===== src/rtl/mvau_stream_ctrl_pkg.sv =====
// rtl/mvau_stream_ctrl_pkg.sv - shared mvau_defn package: controller state enum and fold-size helpers
package mvau_defn;

    typedef enum logic {
        WRITE = 1'b0,
        READ  = 1'b1
    } mvau_ctrl_state_t;

    function automatic int calc_sf(input int matrix_w, input int simd);
        return matrix_w / simd;
    endfunction

    function automatic int calc_nf(input int matrix_h, input int pe);
        return matrix_h / pe;
    endfunction

    // Address widths never collapse to zero bits, even for single-entry ranges.
    function automatic int clog2_min1(input int n);
        return (n > 1) ? $clog2(n) : 1;
    endfunction

endpackage


===== src/rtl/mvau_act_buf.sv =====
// rtl/mvau_act_buf.sv - simple dual-port activation buffer, synchronous write and registered read
module mvau_act_buf #(
    parameter int DEPTH = 4,
    parameter int WIDTH = 8,
    parameter int AW    = 2
) (
    input  logic             clk,
    input  logic             wr_en_i,
    input  logic [AW-1:0]    wr_addr_i,
    input  logic [WIDTH-1:0] wr_data_i,
    input  logic             rd_en_i,
    input  logic [AW-1:0]    rd_addr_i,
    output logic [WIDTH-1:0] rd_data_o
);

    logic [WIDTH-1:0] mem_q [DEPTH];
    logic [WIDTH-1:0] rd_data_q;

    always_ff @(posedge clk) begin
        if (wr_en_i) begin
            mem_q[wr_addr_i] <= wr_data_i;
        end
    end

    // The read register doubles as the controller's output register in READ.
    always_ff @(posedge clk) begin
        if (rd_en_i) begin
            rd_data_q <= mem_q[rd_addr_i];
        end
    end

    assign rd_data_o = rd_data_q;

endmodule


===== src/rtl/mvau_stream_ctrl.sv =====
// rtl/mvau_stream_ctrl.sv - activation reuse sequencer for mvau_stream; optional MVAU_STREAM_CTRL_PERF_EN adds stall_cnt
module mvau_stream_ctrl
    import mvau_defn::*;
#(
    parameter int MatrixW = 16,
    parameter int MatrixH = 8,
    parameter int SIMD    = 2,
    parameter int PE      = 2,
    parameter int TSrcI   = 4,
    localparam int SF         = calc_sf(MatrixW, SIMD),
    localparam int NF         = calc_nf(MatrixH, PE),
    localparam int WMEM_DEPTH = SF * NF,
    localparam int AW         = clog2_min1(WMEM_DEPTH),
    localparam int DW         = SIMD * TSrcI
) (
    input  logic          clk,
    input  logic          rst,
    input  logic          in_v,
    output logic          in_rdy,
    input  logic [DW-1:0] in_act,
    input  logic          dp_rdy,
    output logic          wmem_en,
    output logic [AW-1:0] wmem_addr,
    output logic          out_v,
    output logic [DW-1:0] out_act,
    output logic          out_sf_last,
    output logic          out_nf_last
`ifdef MVAU_STREAM_CTRL_PERF_EN
    ,
    output logic [31:0]   stall_cnt
`endif
);

    localparam int SFW = clog2_min1(SF);
    localparam int NFW = clog2_min1(NF);

    mvau_ctrl_state_t state_q, state_d;
    logic [SFW-1:0]   sf_q, sf_d;
    logic [NFW-1:0]   nf_q, nf_d;
    logic             fire;
    logic             sf_wrap;
    logic             nf_wrap;
    logic             out_v_q;
    logic             sf_last_q;
    logic             nf_last_q;
    logic             sel_buf_q;
    logic [DW-1:0]    pass_q;
    logic [DW-1:0]    buf_rd_data;

    assign sf_wrap = (sf_q == SFW'(SF - 1));
    assign nf_wrap = (nf_q == NFW'(NF - 1));

    always_comb begin
        state_d = state_q;
        sf_d    = sf_q;
        nf_d    = nf_q;
        fire    = ~rst & dp_rdy & ((state_q == READ) | in_v);
        in_rdy  = ~rst & dp_rdy & (state_q == WRITE);
        if (fire) begin
            sf_d = sf_wrap ? '0 : sf_q + 1'b1;
            if (sf_wrap) begin
                nf_d = nf_wrap ? '0 : nf_q + 1'b1;
            end
            case (state_q)
                WRITE: if (sf_wrap && (NF > 1)) state_d = READ;
                READ:  if (sf_wrap && nf_wrap)  state_d = WRITE;
                default: state_d = WRITE;
            endcase
        end
    end

    always_ff @(posedge clk or posedge rst) begin
        if (rst) begin
            state_q   <= WRITE;
            sf_q      <= '0;
            nf_q      <= '0;
            out_v_q   <= 1'b0;
            sf_last_q <= 1'b0;
            nf_last_q <= 1'b0;
            sel_buf_q <= 1'b0;
            pass_q    <= '0;
        end else begin
            state_q <= state_d;
            sf_q    <= sf_d;
            nf_q    <= nf_d;
            out_v_q <= fire;
            if (fire) begin
                sf_last_q <= sf_wrap;
                nf_last_q <= sf_wrap & nf_wrap;
                sel_buf_q <= (state_q == READ);
                if (state_q == WRITE) begin
                    pass_q <= in_act;
                end
            end
        end
    end

    mvau_act_buf #(
        .DEPTH (SF),
        .WIDTH (DW),
        .AW    (SFW)
    ) u_act_buf (
        .clk       (clk),
        .wr_en_i   (fire & (state_q == WRITE)),
        .wr_addr_i (sf_q),
        .wr_data_i (in_act),
        .rd_en_i   (fire & (state_q == READ)),
        .rd_addr_i (sf_q),
        .rd_data_o (buf_rd_data)
    );

    // Fold 0 uses the pass-through register; later folds read the buffer.
    assign out_act     = sel_buf_q ? buf_rd_data : pass_q;
    assign out_v       = out_v_q;
    assign out_sf_last = sf_last_q;
    assign out_nf_last = nf_last_q;
    assign wmem_en     = fire;
    assign wmem_addr   = AW'(int'(nf_q) * SF + int'(sf_q));

`ifdef MVAU_STREAM_CTRL_PERF_EN
    logic [31:0] stall_cnt_q;

    always_ff @(posedge clk or posedge rst) begin
        if (rst) begin
            stall_cnt_q <= '0;
        end else if (~dp_rdy & ((state_q == READ) | in_v) & ~(&stall_cnt_q)) begin
            stall_cnt_q <= stall_cnt_q + 32'd1;
        end
    end

    assign stall_cnt = stall_cnt_q;
`endif

endmodule


===== config.mk =====
export PLATFORM = sky130hd
export DESIGN_NAME = mvau_stream_ctrl
export DESIGN_NICKNAME = d
export VERILOG_FILES = /design/src/rtl/mvau_stream_ctrl_pkg.sv /design/src/rtl/mvau_act_buf.sv /design/src/rtl/mvau_stream_ctrl.sv
export SDC_FILE = /design/constraint.sdc
export NUM_CORES = 1
export LEC_CHECK = 0
export CORE_MARGIN = 1
export CORE_UTILIZATION = 25
export CTS_CLUSTER_DIAMETER = 150
export CTS_CLUSTER_SIZE = 40
export DETAILED_ROUTE_END_ITERATION = 7
export SLEW_MARGIN = 40
export SYNTH_ARGS = -nofsm -noshare
export SYNTH_HDL_FRONTEND = slang
export SYNTH_HIERARCHICAL = 1
export SYNTH_SLANG_ARGS = --single-unit
export TNS_END_PERCENT = 50

===== constraint.sdc =====
create_clock -name clk -period 2.6 [get_ports clk]
set_clock_uncertainty 0.2 [all_clocks]
set_input_delay 0.52 -clock clk [delete_from_list [all_inputs] [get_ports clk]]
set_output_delay 0.52 -clock clk [all_outputs]
set_load 0.1 [all_outputs]

==> out/results.txt <==
Post-Syn Instances: 178
Clock sink count: 90
Hold Crit Endpoint: pass_q[3]
Pin count of the biggest net entering global routing: 26
DRC violations left: 0
Post-synthesis xor/xnor area fraction: 0%
CP max stage delay: 0.46 ns
FF-to-FF Start: sf_q[0]
Crit path DAT: 1.67 ns
Synth area leaders: edfxtp_1, dfrtp_1, mux4_1
R2R depth: 2
Crit path launch: rst
Post-synth ARST share: 20.0%
IO buf count: 29
CTS Buffer Depth: 2
GPL Wtd Cong: 0.730
CTS-repair resized insts: 0
Simple-Gate Fraction of Synth Area: 3.10%
PD cells: 1160 nW/um^2
Hold_buf cts: 0
WL final: 7.08 mm
Avg Cell Area, Syn: 20.6 um^2
Crit. End Element: output port
Die ar.: 15200 um^2
Hold Vio Cnt, Final: 0
Largest area contributor in the synthesized netlist: edfxtp_1
Clock latency on the worst-skew pair: 0.33 ns
Vias in the first global route: 1902
Compound-cell area share of the yosys netlist: 0.988%
Max_slew headroom: 56.8%
Router iterations before antenna repair: 4
Total chip power: 5460 uW
Slowest CP cell: clkdlybuf4s50_1
CTS buffer count: 9
Share of layout cells above drive strength 1: 37.7%
Worst slew pin tran: 0.648 ns
Slew Viols, Final: 0
Register area share after synthesis: 71.1%
Via density: 4.35
Final #Nets: 250
DR iter-0 viols: 113
Outcome: complete, no violations
Top cell type's share of synthesized area: 58.9%
Worst setup SP type: input pin
Initial antenna violation count: 0
Hold WC Path Type: flop to flop
Via count: 1823
Total track usage: 10.2%
Leak Pwr: 0.00173 uW
DR WL/cell: 16.9 um
Syn-to-layout area delta: 28.2%
Post-Syn Area: 3670 um^2
Reg-to-reg slack, setup: 0.38 ns
DIE HEIGHT: 123 um
CP required: 1.88 ns
I/O pin cnt: 30
Synth Flop Type: edfxtp_1
TritonCTS clock tree: yes
R2r endpoint: u_act_buf/rd_data_o[3]
Htree depth: 3
Max Fclk: 419 MHz
Final setup fails: 0
Path type of the worst setup path: input pin to output port
Root Buffer: clkbuf_16
Top-count cell post-synth: edfxtp_1
Kind of cell adding the most delay to the critical path: buffers and inverters
# rows: 43
Synthesized net count: 194
CP Buf/Inv Count: 3
Min cycle time layout: 2.39 ns
DP HPWL: 4.78 mm
Maximum VDD drop: 0.476 mV
Post-route ant nets: 0
Number of synthesized flops with an enable pin: 72
Flops & latches, synth: 90
Total gr overflow: 0
Yosys warnings: 6
Post-synthesis mux area share: 21.3%
Setup TNS: 0 ns
Antenna fix cells: 0
CP max FO: 6
Reg clk slew, reported paths: 0.05 ns
WHS Path Cells: 1
Fillers: 1349
Initial core utilization: 26.1%
Hold_sp: pass_q[3]
Synth cell types: 28
Adder-Cell Fraction of Synth Area: 1.36%
RSZ-0062 raised after global routing: no
Die width: 123 um
Top post-synthesis cells by count: edfxtp_1, mux2_2, dfrtp_1
Crit share post-route: 91.7%
Maxcap violations: 0
First-pass GRT wire length: 11.0 mm
Main combinational cell family by area after synthesis: multiplexers
Core Region: 14100 um^2
Critical Path, Cell by Cell: clkdlybuf4s50_1, nor2b_4, buf_4, o21a_1, buf_12
# Post-CTS Setup Buffers: 0
layer usage:
layer | global-route usage (%) | routed length [um] | vias to the layer above | part of all wire (%)
met5 | 0 | 0 | - | 0
met4 | 4.29 | 107 | 0 | 1.5
met3 | 3.55 | 434 | 14 | 6.1
met2 | 16.4 | 3500 | 63 | 49
met1 | 12.4 | 3030 | 921 | 43
li1 | - | - | 825 | -
cell type report:
cell class | instances | area (um^2) | area share, %
Sequential cell | 90 | 2620 | 55.5
Clock buffer | 14 | 274 | 5.82
Timing Repair Buffer | 53 | 588 | 12.5
Multi-Input combinational cell | 77 | 986 | 20.9
Tap cell | 180 | 225 | 4.78
Clock inverter | 2 | 10.0 | 0.213
Inverter | 3 | 11.3 | 0.239
worst register-to-register path, delay by kind of cell (launching register included):
family | cells | cell delay [ns]
DFF | 1 | 0.79
muxes | 2 | 0.98
cells in the final DEF, fill, tap and decap left out, drive strengths merged, types with 2 or more instances in the layout:
master,synthesis,final
clkdlybuf4s50,0,11
dfrtp,18,18
inv,3,3
clkinv,0,2
nor3,2,2
nand2b,3,3
ha,4,4
mux2,29,29
clkbuf,1,14
nor2,8,8
nor2b,2,2
edfxtp,72,72
nand2,4,4
buf,7,42
mux4,16,16
cell families (layout without fill, tap and decap cells):
group | count (synthesis) | in the layout
flops | 90 | 90
mux | 46 | 46
simple gates | 22 | 22
buf+inv | 11 | 72
compound gates | 5 | 5
fa+ha+maj | 4 | 4
worst max-delay path by stage:
stage | end | cells past startpoint
floorplan | u_act_buf/rd_data_o[0] | 4
global placement | u_act_buf/mem_q[4][1] | 6
detailed placement | u_act_buf/mem_q[4][1] | 6
CTS | wmem_en | 5
global route | wmem_en | 5
finish | wmem_en | 5
flip-flops by register name (all words and copies together), names as in the netlist:
register,cells
out_sf_last,1
sel_buf_q,1
nf_q,2
sf_q,3
u_act_buf/mem_q,64
u_act_buf/rd_data_o,8
state_q,1
out_nf_last,1
pass_q,8
out_v,1
power by group:
group	total (uW)	internal (uW)	switching (uW)
logic	2240	959	1280
registers	2010	1750	256
clock network	1220	723	496
metrics by stage:
stage               hold slack (ns)  std cells  setup WS (ns)  cell area [um^2]  util, %
floorplan                     0.259        178          0.105              3680        -
global placement              0.293        403          0.136              4420     31.4
detailed placement            0.294        403         0.0818              4430     31.4
CTS                           0.312        419          0.194              4710     33.4
global route                  0.316        419          0.145              4710     33.4
finish                        0.307        419          0.215              4710     33.4
No activity file was read; power rests on OpenSTA's default activity.
